File: src/rtl/bus_arbiter.sv
// bus_arbiter: round-robin two-master arbiter onto one slave bus with registered strobes and acks.
// Optional read timeout is enabled by defining BUS_ARB_TIMEOUT_EN.
module bus_arbiter #(
    parameter int W       = 32,
    parameter int TIMEOUT = 255
) (
    input  logic         clk,
    input  logic         rst,
    input  logic [15:0]  m0_addr,
    input  logic         m0_ren,
    input  logic         m0_wen,
    input  logic [W-1:0] m0_wdata,
    input  logic [3:0]   m0_wmask,
    output logic [W-1:0] m0_rdata,
    output logic         m0_ack,
    input  logic [15:0]  m1_addr,
    input  logic         m1_ren,
    input  logic         m1_wen,
    input  logic [W-1:0] m1_wdata,
    input  logic [3:0]   m1_wmask,
    output logic [W-1:0] m1_rdata,
    output logic         m1_ack,
    output logic [15:0]  s_addr,
    output logic         s_ren,
    output logic         s_wen,
    output logic [W-1:0] s_wdata,
    output logic [3:0]   s_wmask,
    input  logic [W-1:0] s_rdata,
    input  logic         s_rd_valid,
    output logic         owner,
    output logic         timeout
);
    typedef enum logic [1:0] {IDLE, WRITE, READ, DONE} state_t;

    state_t       state_q;
    logic         last_q;
    logic         req0, req1, grant_d, grant_wr_d, expire_d;
    logic [W-1:0] rdata_d;

    always_comb begin
        req0       = m0_ren | m0_wen;
        req1       = m1_ren | m1_wen;
        grant_d    = (req0 & req1) ? ~last_q : req1;
        grant_wr_d = grant_d ? m1_wen : m0_wen;
        rdata_d    = s_rd_valid ? s_rdata : '0;
    end

`ifdef BUS_ARB_TIMEOUT_EN
    logic [15:0] cnt_q;

    // Counter sits at zero outside READ, so it is already cleared on entry.
    always_ff @(posedge clk) begin
        if (rst || state_q != READ)
            cnt_q <= '0;
        else if (!s_rd_valid)
            cnt_q <= cnt_q + 16'd1;
    end

    always_comb expire_d = (cnt_q == 16'(TIMEOUT - 1)) & ~s_rd_valid;
`else
    always_comb expire_d = 1'b0;
`endif

    always_ff @(posedge clk) begin
        if (rst) begin
            state_q  <= IDLE;
            last_q   <= 1'b1;
            owner    <= 1'b0;
            s_addr   <= '0;
            s_wdata  <= '0;
            s_wmask  <= '0;
            s_ren    <= 1'b0;
            s_wen    <= 1'b0;
            m0_ack   <= 1'b0;
            m1_ack   <= 1'b0;
            m0_rdata <= '0;
            m1_rdata <= '0;
            timeout  <= 1'b0;
        end else begin
            case (state_q)
                IDLE: if (req0 | req1) begin
                    owner   <= grant_d;
                    last_q  <= grant_d;
                    s_addr  <= grant_d ? m1_addr : m0_addr;
                    s_wdata <= grant_d ? m1_wdata : m0_wdata;
                    s_wmask <= grant_d ? m1_wmask : m0_wmask;
                    s_wen   <= grant_wr_d;
                    s_ren   <= ~grant_wr_d;
                    state_q <= grant_wr_d ? WRITE : READ;
                end
                WRITE: begin
                    s_wen   <= 1'b0;
                    m0_ack  <= ~owner;
                    m1_ack  <= owner;
                    state_q <= DONE;
                end
                READ: if (s_rd_valid | expire_d) begin
                    s_ren   <= 1'b0;
                    m0_ack  <= ~owner;
                    m1_ack  <= owner;
                    timeout <= expire_d;
                    if (owner)
                        m1_rdata <= rdata_d;
                    else
                        m0_rdata <= rdata_d;
                    state_q <= DONE;
                end
                DONE: begin
                    m0_ack  <= 1'b0;
                    m1_ack  <= 1'b0;
                    timeout <= 1'b0;
                    state_q <= IDLE;
                end
                default: state_q <= IDLE;
            endcase
        end
    end
endmodule

File: config.mk
export PLATFORM = sky130hd
export DESIGN_NAME = bus_arbiter
export DESIGN_NICKNAME = d
export VERILOG_FILES = /design/src/rtl/bus_arbiter.sv
export SDC_FILE = /design/constraint.sdc
export NUM_CORES = 1
export LEC_CHECK = 0
export ABC_AREA = 1
export BUFFER_PORTS_ARGS = -buffer_cell sky130_fd_sc_hd__buf_4
export CAP_MARGIN = 10
export CORE_UTILIZATION = 50
export DETAILED_ROUTE_END_ITERATION = 7
export PLACE_DENSITY = 0.95
export SYNTH_ARGS = -nofsm -noshare
export SYNTH_HDL_FRONTEND = slang
export SYNTH_SLANG_ARGS = --single-unit
File: constraint.sdc
create_clock -name clk -period 2.9 [get_ports clk]
set_input_delay 0 -clock clk [delete_from_list [all_inputs] [get_ports clk]]
set_output_delay 0 -clock clk [all_outputs]
set_load 0.03 [all_outputs]
==> flow_metrics.py <==
metrics = {
    "status": {
        "outcome": "finished, final reports clean",
    },
    "power_and_ir_drop": {
        "power_density_mw_per_mm2": 1000,
        "p_leak_nw": 4.85,
        "peakVddDrop_uv": 604,
        "p_total_mw": 9.61,
    },
    "finish": {
        "multi_input_area_mm2": 0.00247,
        "finalNetCount": 1334,
        "final_cell_area_mm2": 0.00957,
        "syn2layout_area_growth_pct": 73.6,
        "drive_above_1_share_pct": 27.7,
        "regArea_mm2": 0.00248,
        "fin_cells": 1337,
        "nFillCells": 358,
    },
    "global_routing": {
        "grtUsageMet1_pct": 50.0,
        "grt_use_met2_pct": 77.5,
        "grt_pass1_vias": 7956,
        "grt_max_degree": 56,
        "grt_antenna_before_repair": 1,
        "grt_remaining_overflow": 0,
        "grt_pass1_wl_um": 41200,
        "top_usage_layer": "met2",
        "grt_usage_pct": 46.7,
        "use_met3_pct": 12.6,
    },
    "critical_path": {
        "r2r_slack_ns": 0.07,
        "reg2reg_to": "s_wdata[10]$_SDFFE_PP0P_",
        "r2r-start": "last_q$_SDFFE_PP1P_",
        "critPathLaunchType": "input port",
        "crit_path_end_kind": "register",
        "reg2regPathDepth": 9,
        "cp_data_arrival_time_ns": 3.34,
        "worstSetupStartpoint": "m0_wen",
        "crit_required_ns": 3.36,
        "crit_type": "input port to register",
        "path_max_fanout": 55,
    },
    "min_path": {
        "hold_path.class": "input port to register",
        "min_from": "s_rdata[1]",
        "min_to": "m0_rdata[1]$_SDFFE_PP0P_",
        "holdPathStages": 4,
    },
    "yosys": {
        "async_reset_ff_share_pct": 0,
        "ys_types": 24,
        "postSynthRegisterBits": 124,
        "synthesis.area_mm2": 0.00551,
        "synthTopCellsByArea": "dfxtp_1 (45%), nand2_1 (14%), nor2_1 (12%)",
        "synth_nets": 945,
        "yosys.area.top_type_share_pct": 45.0,
        "syn_inst": 798,
        "ys.flop_type": "dfxtp_1",
        "synth_most_common_cell": "nand2_1",
        "avgSynthCellArea_um2": 6.91,
        "synth_top_cell_by_area": "dfxtp_1",
        "synth_enable_flop_cells": 0,
        "yosysWarningCount": 0,
        "synth-seq-area-share_pct": 45.0,
        "synth_commonest_cells": "nand2_1 (204), nor2_1 (174), dfxtp_1 (124)",
    },
    "timing": {
        "slew_violations": 0,
        "hold_viol_final": 0,
        "min_period_over_period_pct": 99.2,
        "fmax_mhz": 348,
        "tightest_slew_ns": 0.980,
        "rsz0062_at_grt": "no",
        "finalSetupTns_ns": 0,
        "relSlewSlack_pct": 34.6,
        "finClkSkew_ns": 0.0214,
        "setup_viol": 0,
        "fin_crit_ns": 2.88,
    },
    "route": {
        "drtAntennaViolNets": 0,
        "wire_per_inst_um": 20.8,
        "drc": 0,
        "drt_iter0_drc": 1080,
        "vias_per_cell": 5.92,
        "drtPass1Iterations": 6,
        "vias": 7920,
        "totalWireLength_um": 27800,
    },
    "cts": {
        "clkTransAtPathRegs_ns": 0.07,
        "cts-buffers-inserted": 17,
        "cts-htree-levels": 4,
        "clock_latency_ns": 0.52,
        "cts_buffer_depth": 2,
        "cts_tree": "done",
        "clkSinkCount": 124,
        "cts-root-buf": "clkbuf_8",
    },
    "floorplanning": {
        "io_pins": 265,
        "coreArea_mm2": 0.0105,
        "rows": 37,
        "start_util_pct": 52.4,
        "die_height_um": 107,
        "die_w_um": 107,
        "die_area_mm2": 0.0114,
    },
    "job": {
        "max_cap_viol_count": 0,
    },
    "placed_design": {
        "dpl_cell_area_mm2": 0.00742,
        "placedCellCount": 1154,
        "gp_congestion": 0.839,
        "dp_hpwl_um": 11300,
        "io_buffers": 263,
    },
}
[layout make-up]
type,instances,area share [%]
inverters,67,2.78
well taps,136,1.78
diodes,1,0.0261
repair buffers,421,37.4
multi-input cells,556,25.8
clock inverters,15,1.95
clock buffers,17,4.33
flip-flops and latches,124,25.9
[registers in the layout (all words and copies together), names as in the netlist]
register,cells
m0_rdata,32
last_q,1
s_addr,16
m0_ack,1
state_q,2
s_wen,1
m1_rdata,32
s_wdata,32
s_ren,1
owner,1
s_wmask,4
m1_ack,1
[worst max-delay path by stage]
stage,end,slack (ns),cells past startpoint
2_1_floorplan,m1_rdata[12]$_SDFFE_PP0P_,1.49,8
3_3_place_gp,s_addr[1]$_SDFFE_PP0P_,1.19,8
3_5_place_dp,m1_rdata[23]$_SDFFE_PP0P_,1.12,8
4_1_cts,s_wdata[8]$_SDFFE_PP0P_,0.08,9
5_1_grt,s_wdata[10]$_SDFFE_PP0P_,0.02,12
6_report,s_wdata[10]$_SDFFE_PP0P_,0.02,11
[cells by family after synthesis]
logic type | share of synthesized area, %
adders and majority gates | 0.908
DFF | 45.0
AOI/OAI and AO/OA | 7.15
and+or+nand+nor | 36.5
buffers and inverters | 10.3
other | 0.0680
[what timing repair did]
item                                   in CTS  in global routing
endpoints found under the hold margin     122                  0
resized for setup                           0                  8
setup buffers                               0                  0
setup endpoints to repair                   0                  4
hold buffers                              149                  0
[stage by stage]
stage / hold WS [ns] / util, % / setup WS (ns)
final: 0.285 / 91.1 / 0.0225
after global routing: 0.301 / 91.1 / 0.0229
after CTS: 0.258 / 90.5 / 0.0829
after detailed placement: 0.242 / 70.6 / 1.12
after global placement: 0.232 / 70.6 / 1.19
after floorplan: 0.135 / - / 1.49
[layer usage]
metal / share of wire, % / wire length [um]
met3: 12 / 3240
met2: 45 / 12600
met1: 33 / 9220
met5: 0 / 0
met4: 9.8 / 2730
[layout by cell type (no fill, tap or decap), types with 17 or more instances in the layout]
cell,synthesis,final
clkbuf_16,0,17
nor2_1,174,174
o21ai_0,27,27
nand3_1,69,69
dlygate4sd3_1,0,149
nand2_1,204,204
buf_4,11,269
inv_1,65,65
dfxtp_1,124,124
a21oi_1,41,41
nand3_2,20,20
[power by group]
group | switching (mW) | leakage [nW] | total (mW) | internal, mW
clock network | 0.881 | 0.282 | 2.21 | 1.32
registers | 0.335 | 1.02 | 2.48 | 2.14
logic | 3.05 | 3.55 | 4.92 | 1.87
total | 4.27 | 4.85 | 9.61 | 5.34
[worst max-delay path, stage by stage]
cell           delay (ns)
dlygate4sd3_1        0.54
buf_4                0.16
o21ai_2              0.34
nand2_8              0.33
inv_8                0.38
nand2_1              0.16
nand3_2              0.09
dlygate4sd3_1        0.58
nand2_1              0.08
dlygate4sd3_1        0.58
inv_1                0.07
(Power assumes the default switching activity.)
